## config.mk

```make
export PLATFORM = sky130hd
export DESIGN_NAME = ss_seq_flat
export DESIGN_NICKNAME = d
export VERILOG_FILES = /design/src/rtl/ss_pkg.sv /design/src/rtl/ss_seq_if.sv /design/src/rtl/m2_edge_sync.sv /design/src/rtl/ss_seq.sv /design/src/flat_wrapper.sv
export SDC_FILE = /design/constraint.sdc
export NUM_CORES = 1
export LEC_CHECK = 0
export ABC_AREA = 1
export BUFFER_PORTS_ARGS = -buffer_cell sky130_fd_sc_hd__buf_2
export CORE_MARGIN = 4
export CORE_UTILIZATION = 50
export CTS_CLUSTER_SIZE = 10
export DETAILED_ROUTE_END_ITERATION = 12
export GPL_TIMING_DRIVEN = 0
export PLACE_DENSITY = 0.74
export SETUP_SLACK_MARGIN = 0.3
export SYNTH_ARGS = -nofsm -noshare
export SYNTH_HDL_FRONTEND = slang
export SYNTH_SLANG_ARGS = --single-unit
```

## constraint.sdc

```tcl
create_clock -name clk -period 3.6 [get_ports clk]
set_input_delay 0.72 -clock clk [delete_from_list [all_inputs] [get_ports clk]]
set_output_delay 0.72 -clock clk [all_outputs]
set_load 0.02 [all_outputs]
```

## src/rtl/ss_pkg.sv

```systemverilog
// rtl/ss_pkg.sv - shared constants and state encoding for the save-state sequencer
package ss_pkg;

  localparam int SS_IDX_ADDR  = 127;
  localparam int SS_LAST_ADDR = 15;
  localparam int SS_SLOTS     = SS_LAST_ADDR + 2;

  typedef logic [2:0] ss_state_t;

  localparam ss_state_t ST_IDLE    = 3'd0;
  localparam ss_state_t ST_SV_RD   = 3'd1;
  localparam ss_state_t ST_SV_MEM  = 3'd2;
  localparam ss_state_t ST_LD_IMEM = 3'd3;
  localparam ss_state_t ST_LD_ICMP = 3'd4;
  localparam ss_state_t ST_LD_MEM  = 3'd5;
  localparam ss_state_t ST_LD_WR   = 3'd6;
  localparam ss_state_t ST_FIN     = 3'd7;

endpackage

```

## src/rtl/ss_seq_if.sv

```systemverilog
// rtl/ss_seq_if.sv - mapper save-state port and state-memory request bus
interface ss_seq_if #(
  parameter int MEM_AW = 12
) ();

  logic              ss_act;
  logic              ss_we;
  logic [7:0]        ss_addr;
  logic [7:0]        ss_wdat;
  logic [7:0]        ss_rdat;
  logic              mem_req;
  logic              mem_we;
  logic [MEM_AW-1:0] mem_addr;
  logic [7:0]        mem_wdat;
  logic [7:0]        mem_rdat;
  logic              mem_ack;

  modport master (
    output ss_act, ss_we, ss_addr, ss_wdat, mem_req, mem_we, mem_addr, mem_wdat,
    input  ss_rdat, mem_rdat, mem_ack
  );

  modport slave (
    input  ss_act, ss_we, ss_addr, ss_wdat, mem_req, mem_we, mem_addr, mem_wdat,
    output ss_rdat, mem_rdat, mem_ack
  );

endinterface

```

## src/rtl/m2_edge_sync.sv

```systemverilog
// rtl/m2_edge_sync.sv - two-flop m2 synchronizer with falling-edge pulse
module m2_edge_sync (
  input  logic clk,
  input  logic rst_n,
  input  logic m2,
  output logic fall
);

  logic s1_q, s1_d;
  logic s2_q, s2_d;
  logic prev_q, prev_d;

  always_comb begin
    s1_d   = m2;
    s2_d   = s1_q;
    prev_d = s2_q;
  end

  always_ff @(posedge clk or negedge rst_n) begin
    if (!rst_n) begin
      s1_q   <= 1'b0;
      s2_q   <= 1'b0;
      prev_q <= 1'b0;
    end else begin
      s1_q   <= s1_d;
      s2_q   <= s2_d;
      prev_q <= prev_d;
    end
  end

  assign fall = prev_q & ~s2_q;

endmodule

```

## src/rtl/ss_seq.sv

```systemverilog
// rtl/ss_seq.sv - save-state sequencer: copies mapper state to memory and replays it back
import ss_pkg::*;

module ss_seq #(
  parameter int MEM_AW    = 12,
  parameter int MEM_BASE  = 0,
  parameter int LAST_ADDR = SS_LAST_ADDR,
  parameter int IDX_ADDR  = SS_IDX_ADDR,
  parameter int SETTLE    = 3
) (
  input  logic          clk,
  input  logic          rst_n,
  input  logic          cmd_save,
  input  logic          cmd_load,
  output logic          busy,
  output logic          done,
  output logic          err,
  input  logic          m2,
  ss_seq_if.master      bus
);

  localparam logic [4:0] IDX_SLOT  = 5'(LAST_ADDR + 1);
  localparam logic [4:0] LAST_SLOT = 5'(LAST_ADDR);
  localparam logic [7:0] SETTLE_N  = 8'(SETTLE);

  ss_state_t         state_q, state_d;
  logic [4:0]        idx_q, idx_d;
  logic [7:0]        cnt_q, cnt_d;
  logic [7:0]        sidx_q, sidx_d;
  logic              fail_q, fail_d;
  logic              seen_q, seen_d;
  logic              ss_we_q, ss_we_d;
  logic [7:0]        ss_addr_q, ss_addr_d;
  logic [7:0]        ss_wdat_q, ss_wdat_d;
  logic              mem_req_q, mem_req_d;
  logic              mem_we_q, mem_we_d;
  logic [MEM_AW-1:0] mem_addr_q, mem_addr_d;
  logic [7:0]        mem_wdat_q, mem_wdat_d;
  logic              m2_fall;

  m2_edge_sync u_m2_sync (
    .clk   (clk),
    .rst_n (rst_n),
    .m2    (m2),
    .fall  (m2_fall)
  );

  function automatic logic [7:0] map_addr(input logic [4:0] i);
    return (i == IDX_SLOT) ? 8'(IDX_ADDR) : {3'b000, i};
  endfunction

  function automatic logic [MEM_AW-1:0] mem_slot(input logic [4:0] i);
    return MEM_AW'(MEM_BASE) + MEM_AW'(i);
  endfunction

  always_comb begin
    state_d    = state_q;
    idx_d      = idx_q;
    cnt_d      = cnt_q;
    sidx_d     = sidx_q;
    fail_d     = fail_q;
    seen_d     = seen_q;
    ss_we_d    = ss_we_q;
    ss_addr_d  = ss_addr_q;
    ss_wdat_d  = ss_wdat_q;
    mem_req_d  = mem_req_q;
    mem_we_d   = mem_we_q;
    mem_addr_d = mem_addr_q;
    mem_wdat_d = mem_wdat_q;

    case (state_q)
      ST_IDLE: begin
        if (cmd_save) begin
          state_d   = ST_SV_RD;
          idx_d     = 5'd0;
          cnt_d     = 8'd0;
          fail_d    = 1'b0;
          ss_addr_d = map_addr(5'd0);
        end else if (cmd_load) begin
          state_d    = ST_LD_IMEM;
          idx_d      = 5'd0;
          fail_d     = 1'b0;
          mem_req_d  = 1'b1;
          mem_we_d   = 1'b0;
          mem_addr_d = mem_slot(IDX_SLOT);
        end
      end
      ST_SV_RD: begin
        if (cnt_q == SETTLE_N) begin
          state_d    = ST_SV_MEM;
          mem_req_d  = 1'b1;
          mem_we_d   = 1'b1;
          mem_addr_d = mem_slot(idx_q);
          mem_wdat_d = bus.ss_rdat;
        end else begin
          cnt_d = cnt_q + 8'd1;
        end
      end
      ST_SV_MEM: begin
        if (bus.mem_ack) begin
          mem_req_d = 1'b0;
          mem_we_d  = 1'b0;
          if (idx_q == IDX_SLOT) begin
            state_d = ST_FIN;
          end else begin
            state_d   = ST_SV_RD;
            idx_d     = idx_q + 5'd1;
            cnt_d     = 8'd0;
            ss_addr_d = map_addr(idx_q + 5'd1);
          end
        end
      end
      ST_LD_IMEM: begin
        if (bus.mem_ack) begin
          state_d   = ST_LD_ICMP;
          mem_req_d = 1'b0;
          sidx_d    = bus.mem_rdat;
          ss_addr_d = 8'(IDX_ADDR);
          cnt_d     = 8'd0;
        end
      end
      ST_LD_ICMP: begin
        if (cnt_q == SETTLE_N) begin
          if (bus.ss_rdat != sidx_q) begin
            state_d = ST_FIN;
            fail_d  = 1'b1;
          end else begin
            state_d    = ST_LD_MEM;
            idx_d      = 5'd0;
            mem_req_d  = 1'b1;
            mem_we_d   = 1'b0;
            mem_addr_d = mem_slot(5'd0);
          end
        end else begin
          cnt_d = cnt_q + 8'd1;
        end
      end
      ST_LD_MEM: begin
        if (bus.mem_ack) begin
          state_d   = ST_LD_WR;
          mem_req_d = 1'b0;
          ss_wdat_d = bus.mem_rdat;
          ss_addr_d = map_addr(idx_q);
          ss_we_d   = 1'b1;
          seen_d    = 1'b0;
        end
      end
      ST_LD_WR: begin
        // Second detected fall guarantees a whole m2 falling edge landed inside the window.
        if (m2_fall) begin
          if (seen_q) begin
            ss_we_d = 1'b0;
            if (idx_q == LAST_SLOT) begin
              state_d = ST_FIN;
            end else begin
              state_d    = ST_LD_MEM;
              idx_d      = idx_q + 5'd1;
              mem_req_d  = 1'b1;
              mem_we_d   = 1'b0;
              mem_addr_d = mem_slot(idx_q + 5'd1);
            end
          end else begin
            seen_d = 1'b1;
          end
        end
      end
      ST_FIN: begin
        state_d = ST_IDLE;
      end
      default: begin
        state_d = ST_IDLE;
      end
    endcase
  end

  always_ff @(posedge clk or negedge rst_n) begin
    if (!rst_n) begin
      state_q    <= ST_IDLE;
      idx_q      <= 5'd0;
      cnt_q      <= 8'd0;
      sidx_q     <= 8'd0;
      fail_q     <= 1'b0;
      seen_q     <= 1'b0;
      ss_we_q    <= 1'b0;
      ss_addr_q  <= 8'd0;
      ss_wdat_q  <= 8'd0;
      mem_req_q  <= 1'b0;
      mem_we_q   <= 1'b0;
      mem_addr_q <= '0;
      mem_wdat_q <= 8'd0;
    end else begin
      state_q    <= state_d;
      idx_q      <= idx_d;
      cnt_q      <= cnt_d;
      sidx_q     <= sidx_d;
      fail_q     <= fail_d;
      seen_q     <= seen_d;
      ss_we_q    <= ss_we_d;
      ss_addr_q  <= ss_addr_d;
      ss_wdat_q  <= ss_wdat_d;
      mem_req_q  <= mem_req_d;
      mem_we_q   <= mem_we_d;
      mem_addr_q <= mem_addr_d;
      mem_wdat_q <= mem_wdat_d;
    end
  end

  assign busy         = (state_q != ST_IDLE);
  assign done         = (state_q == ST_FIN) && !fail_q;
  assign err          = (state_q == ST_FIN) && fail_q;
  assign bus.ss_act   = (state_q != ST_IDLE);
  assign bus.ss_we    = ss_we_q;
  assign bus.ss_addr  = ss_addr_q;
  assign bus.ss_wdat  = ss_wdat_q;
  assign bus.mem_req  = mem_req_q;
  assign bus.mem_we   = mem_we_q;
  assign bus.mem_addr = mem_addr_q;
  assign bus.mem_wdat = mem_wdat_q;

endmodule

```

## src/flat_wrapper.sv

```systemverilog
// flat-port wrapper written by rule: the top's interface ports become plain ports
module ss_seq_flat 
#(
  parameter int MEM_AW    = 12,
  parameter int MEM_BASE  = 0,
  parameter int LAST_ADDR = SS_LAST_ADDR,
  parameter int IDX_ADDR  = SS_IDX_ADDR,
  parameter int SETTLE    = 3
)
  (clk, rst_n, cmd_save, cmd_load, busy, done, err, m2, bus_ss_act, bus_ss_we, bus_ss_addr, bus_ss_wdat, bus_mem_req, bus_mem_we, bus_mem_addr, bus_mem_wdat, bus_ss_rdat, bus_mem_rdat, bus_mem_ack);
  ss_seq_if #(.MEM_AW(MEM_AW)) bus_i ();
  input  logic clk;
  input  logic rst_n;
  input  logic cmd_save;
  input  logic cmd_load;
  output logic busy;
  output logic done;
  output logic err;
  input  logic m2;
  output wire logic [$bits(bus_i.ss_act)-1:0] bus_ss_act;
  output wire logic [$bits(bus_i.ss_we)-1:0] bus_ss_we;
  output wire logic [$bits(bus_i.ss_addr)-1:0] bus_ss_addr;
  output wire logic [$bits(bus_i.ss_wdat)-1:0] bus_ss_wdat;
  output wire logic [$bits(bus_i.mem_req)-1:0] bus_mem_req;
  output wire logic [$bits(bus_i.mem_we)-1:0] bus_mem_we;
  output wire logic [$bits(bus_i.mem_addr)-1:0] bus_mem_addr;
  output wire logic [$bits(bus_i.mem_wdat)-1:0] bus_mem_wdat;
  input wire logic [$bits(bus_i.ss_rdat)-1:0] bus_ss_rdat;
  input wire logic [$bits(bus_i.mem_rdat)-1:0] bus_mem_rdat;
  input wire logic [$bits(bus_i.mem_ack)-1:0] bus_mem_ack;
  assign bus_ss_act = bus_i.ss_act;
  assign bus_ss_we = bus_i.ss_we;
  assign bus_ss_addr = bus_i.ss_addr;
  assign bus_ss_wdat = bus_i.ss_wdat;
  assign bus_mem_req = bus_i.mem_req;
  assign bus_mem_we = bus_i.mem_we;
  assign bus_mem_addr = bus_i.mem_addr;
  assign bus_mem_wdat = bus_i.mem_wdat;
  assign bus_i.ss_rdat = bus_ss_rdat;
  assign bus_i.mem_rdat = bus_mem_rdat;
  assign bus_i.mem_ack = bus_mem_ack;
  ss_seq #(.MEM_AW(MEM_AW), .MEM_BASE(MEM_BASE), .LAST_ADDR(LAST_ADDR), .IDX_ADDR(IDX_ADDR), .SETTLE(SETTLE)) u_core (.clk(clk), .rst_n(rst_n), .cmd_save(cmd_save), .cmd_load(cmd_load), .busy(busy), .done(done), .err(err), .m2(m2), .bus(bus_i));
endmodule
```

Word level (Yosys, flattened, before mapping) --
Index checks and enable logic that the tools add are counted.
Cells by class: add/subtract/negate cells 2, multipliers 0, div/mod/pow operators 0, magnitude comparators 0, equality and inequality tests 29, shifts and indexed selects 0, muxes and demuxes 73, bitwise logic cells 2, reductions and logical operators 28
Operators with widths (count):
- 12-bit two-way mux | 8
- 8-bit two-way mux | 9
- 8-bit one-hot mux with 4 select lines | 2
- 12-bit one-hot mux with 4 select lines | 1
- 5-bit two-way mux | 9
- 3-bit two-way mux | 10
- 3-bit one-hot mux with 8 select lines | 1
- 1-bit two-way mux | 23
- 2-bit inequality test (second input constant) | 10
- 5-bit one-hot mux with 4 select lines | 1
- 10-bit AND reduction | 2
- 9-bit AND reduction | 2
- 4-bit nonzero test | 4
- 7-bit two-way mux | 2
- 3-bit == test (second input constant) | 4
- 2-bit by 1-bit inequality test with 1-bit output (second input constant) | 6
- 6-bit AND reduction | 2
- 5-bit == test (second input constant) | 2
- 1-bit one-hot mux with 5 select lines | 2
- 5-bit nonzero test | 2
- 8-bit by 1-bit adder with 8-bit output (second input constant) | 1
- 8-bit by 2-bit == test with 1-bit output (second input constant) | 1
- 8-bit inequality test | 1
- 4-bit AND reduction | 2
- other kinds (19) | 27
Storage, ports and cells: flip-flop bits (word level) 68, latch bits 0, memory bits (writable) 0, ROM bits 0, input bits 22, output and inout bits 43, memories kept 0

Depth between registers and ports, before layout --
depth after elaboration 6, depth in mapped cells 11, mapped depth without buffers 11

Modules after synthesis --
From an unflattened synthesis, not the netlist that was laid out.
Second synthesis, totals: cell total of the unflattened synthesis 418, area, all modules 3349.5 µm²
Modules (own cells, without submodules):
- ss_seq | times used 1, cells each 413, area an instance 3264.4 µm², sequential area each 1401.3 µm²
- m2_edge_sync | times used 1, cells each 5, area an instance 85.1 µm², sequential area each 75.1 µm²

Worst setup path after synthesis --
OpenSTA, ideal clock, no wires.
path type reg2out, start point register u_core.state_q[0], end point output port done, arrival 1.032 ns, setup slack 1.848 ns, cell stages (with the launch flop) 5, buffers on the path 0, cells stage by stage dfrtp_1 > nand2_1 > nor2_1 > inv_1 > nor2_1
Between the ends: cells in the longest elaborated chain, start to end 2
RTL lines:
- from (decl) | RTL line ss_seq.sv:26 | ss_state_t state_q, state_d;
- from (signal assigned) | RTL line ss_seq.sv:192 | state_q <= state_d;
- 3-bit == test | RTL line ss_seq.sv:209 | assign done = (state_q == ST_FIN) && !fail_q;
- 1-bit logical AND | RTL line ss_seq.sv:209
- to (decl) | RTL line flat_wrapper.sv:17 | output logic done;
Every way passes these cells.

Worst setup path after layout --
start point register u_core.state_q[0], end point output port err
Between the ends: cells in the longest elaborated chain, start to end 2
RTL lines:
- 3-bit == test | RTL line ss_seq.sv:210 | assign err = (state_q == ST_FIN) && fail_q;
- 1-bit logical AND | RTL line ss_seq.sv:210
- to (decl) | RTL line flat_wrapper.sv:18 | output logic err;
Every way passes these cells.

==> results.json <==
{
  "status": "finished, final reports clean",
  "die-height_microns": 88.8,
  "async_flop_share_pct": 100,
  "min_path_type": "reg2reg",
  "cts_resized": 0,
  "via_count": 2799,
  "rsz0062_at_grt": "no",
  "fin_area_sq_um": 3870,
  "io_buffers": 56,
  "synth-seq-cells": 59,
  "timing.setup.tns_ns": 0,
  "crit_path_end_kind": "primary output",
  "cp-start-kind": "register",
  "synth_top_area_share_pct": 45.2,
  "grt.overflow.total": 0,
  "dieWidth_microns": 88.8,
  "swShare_pct": 45.3,
  "p_seq_share_pct": 33.1,
  "rows": 29,
  "ctsHoldBuffers": 0,
  "final_util_pct": 61.0,
  "cts_made_buffers": 9,
  "path_class": "reg2out",
  "total_leakage_power_nw": 2.12,
  "io_pins": 65,
  "power_frac_clock_pct": 19.2,
  "netlist_area_sq_um": 3270,
  "gp_congestion": 0.923,
  "worstPathArrival_ns": 1.49,
  "wl_per_cell_microns": 12.2,
  "grt_max_degree": 60,
  "finalMaxSlewViolations": 0,
  "first_pass_iters": 4,
  "syn_avg_cell_area_sq_um": 7.74,
  "fmax_ghz": 0.453,
  "setup_viol": 0,
  "area_growth_syn_to_layout_pct": 18.6,
  "dpl_cell_area_sq_um": 3670,
  "ys_seq_area_share_pct": 45.2,
  "ant_nets": 0,
  "post_cts_buffers": 0,
  "clock_sinks": 59,
  "core_sq_um": 6350,
  "htree_num_levels": 3,
  "first_global_vias": 2705,
  "antenna_found_initial": 0,
  "start_util_pct": 51.4,
  "hpwl_microns": 5400,
  "p_int_w": 0.00172,
  "synth_edf_count": 0,
  "cp_data_required_time_ns": 2.88,
  "antennaDiodeCount": 0,
  "tritoncts": "yes",
  "drive_above_1_share_pct": 24.0,
  "maxCapViolCount": 0,
  "ys_types": 35,
  "drc": 0,
  "track_usage_pct": 19.5,
  "die-area_sq_um": 7890,
  "final.min_clock_period_ns": 2.21,
  "clk_latency_ns": 0.34,
  "maxSlewHeadroom_pct": 52.0,
  "p_sw_w": 0.00143,
  "cp_max_fo": 7,
  "synthCells": 422,
  "viasPerCell": 4.84,
  "power_density_nw_per_um2": 813,
  "pwr-share-comb_pct": 47.7,
  "cts_root_buf": "clkbuf_8",
  "yosys-top-cells-area": "dfrtp_1 (45%), nand2_1 (15%), inv_1 (5.7%), o21ai_0 (4.6%), nand3_1 (4.0%)",
  "vdd_drop_max_mv": 0.437,
  "finalNetCount": 522,
  "dp_cells": 562,
  "stdcell_count": 578,
  "finalCritPeriodShare_pct": 61.3,
  "grt_pass1_wl_microns": 12000,
  "hold_violations": 0,
  "clockBufferDepth": 2,
  "synth-main-ff-cell": "dfrtp_1",
  "yosysWarnings": 0,
  "skew_ns": 0.0101,
  "synth_top_cell_by_area": "dfrtp_1",
  "worst_pin_slew_ns": 0.719,
  "finalWirelength_microns": 7060,
  "path_clk_slew_ns": 0.07,
  "drtIter0Drc": 112
}
[Yosys cell counts (2+ instances only)]
cell type / count
a21boi_0: 2
a21oi_1: 7
buf_2: 2
buf_4: 10
buf_6: 2
dfrtp_1: 59
ha_1: 4
inv_1: 50
inv_2: 4
mux2_2: 4
nand2_1: 132
nand2_2: 7
nand2_4: 5
nand3_1: 26
nand3b_1: 3
nand4_1: 9
nor2_1: 30
nor2_2: 6
nor2_4: 3
nor3_1: 2
o21ai_0: 30
o21ai_1: 5
o22ai_1: 2
xnor2_1: 5
xor2_1: 3
[worst max-delay path: stages, from the launching register on]
cell,delay [ns]
dfrtp_1,0.51
nand2_1,0.13
nor2_1,0.16
inv_1,0.08
nor2_1,0.09
buf_2,0.17
[worst paths after layout]
kind                       cells past startpoint                       to  slack, ns             startpoint
max                                            5                      err       1.39      u_core.state_q[0]
min                                            0  u_core.u_m2_sync.prev_d       0.36  u_core.u_m2_sync.s1_q
max reg2reg                                    9    u_core.bus.ss_addr[0]       1.76        u_core.idx_q[0]
min reg2reg                                    0  u_core.u_m2_sync.prev_d       0.36  u_core.u_m2_sync.s1_q
max in group asynchronous                      1    u_core.bus.ss_addr[4]       2.68                  rst_n
min in group asynchronous                      1          u_core.cnt_q[5]       0.44                  rst_n
[placed cells by master, fill, tap and decap left out, types with 5 or more instances in the layout]
cell type,instances
nand4_1,9
buf_2,57
nand2_2,7
nand2_4,5
dfrtp_1,59
nand2_1,132
clkbuf_8,9
xnor2_1,5
buf_4,11
a21oi_1,7
o21ai_1,5
nor2_1,30
inv_1,50
conb_1,8
nor2_2,6
nand3_1,26
o21ai_0,30
[logic make-up after synthesis]
kind of cell,Yosys count,share of synthesized area [%]
mux,4,1.38
buf+inv,70,9.80
simple gates,227,31.8
other cells,1,0.115
flops,59,45.2
compound gates,49,8.00
fa+ha+maj,4,1.53
xor+xnor,8,2.14
[metrics by stage]
stage / setup slack (ns) / hold slack [ns] / power, W
final: 1.39 / 0.356 / 0.00315
after global routing: 1.26 / 0.380 / 0.00341
after CTS: 1.36 / 0.357 / 0.00318
after detailed placement: 1.62 / 0.342 / 0.00256
after global placement: 1.64 / 0.334 / 0.00254
after floorplan: 1.85 / 0.331 / 0.00216
[sequential cells by signal, summed over array words and instances, names as in the netlist]
| signal | flops |
|---|---|
| u_core.bus.ss_we | 1 |
| u_core.bus.mem_wdat | 8 |
| u_core.seen_q | 1 |
| u_core.u_m2_sync.prev_d | 1 |
| u_core.sidx_q | 8 |
| u_core.u_m2_sync.prev_q | 1 |
| u_core.idx_q | 5 |
| u_core.u_m2_sync.s1_q | 1 |
| u_core.bus.ss_wdat | 8 |
| u_core.bus.mem_req | 1 |
| u_core.state_q | 3 |
| u_core.bus.mem_we | 1 |
| u_core.fail_q | 1 |
| u_core.cnt_q | 8 |
| u_core.bus.ss_addr | 6 |
| u_core.bus.mem_addr | 5 |
[area by class of cell]
cell class / instances / area [sq um]
plain buffers: 15 / 111
clock buffers: 9 / 124
clock inverters: 7 / 77.6
fillers: 599 / 2480
inverters: 55 / 209
multi-input cells: 300 / 1500
flip-flops and latches: 59 / 1480
well taps: 77 / 96.3
repair buffers: 56 / 283
[per-layer routing]
metal | vias to the layer above | wire (microns) | GRT usage (%)
li1 | 1466 | - | -
met1 | 1267 | 3380 | 27.1
met2 | 60 | 3240 | 30.1
met3 | 6 | 364 | 3.82
met4 | 0 | 72 | 7.55
met5 | - | 0 | 0
[power groups by stage]
stage / clock network [W] / registers [W] / logic (W)
2_1_floorplan: 0 / 0.00119 / 0.000970
3_3_place_gp: 0 / 0.00105 / 0.00149
3_5_place_dp: 0 / 0.00105 / 0.00151
4_1_cts: 0.000620 / 0.00104 / 0.00152
5_1_grt: 0.000650 / 0.00108 / 0.00168
6_report: 0.000606 / 0.00104 / 0.00150
(Power assumes the default switching activity.)
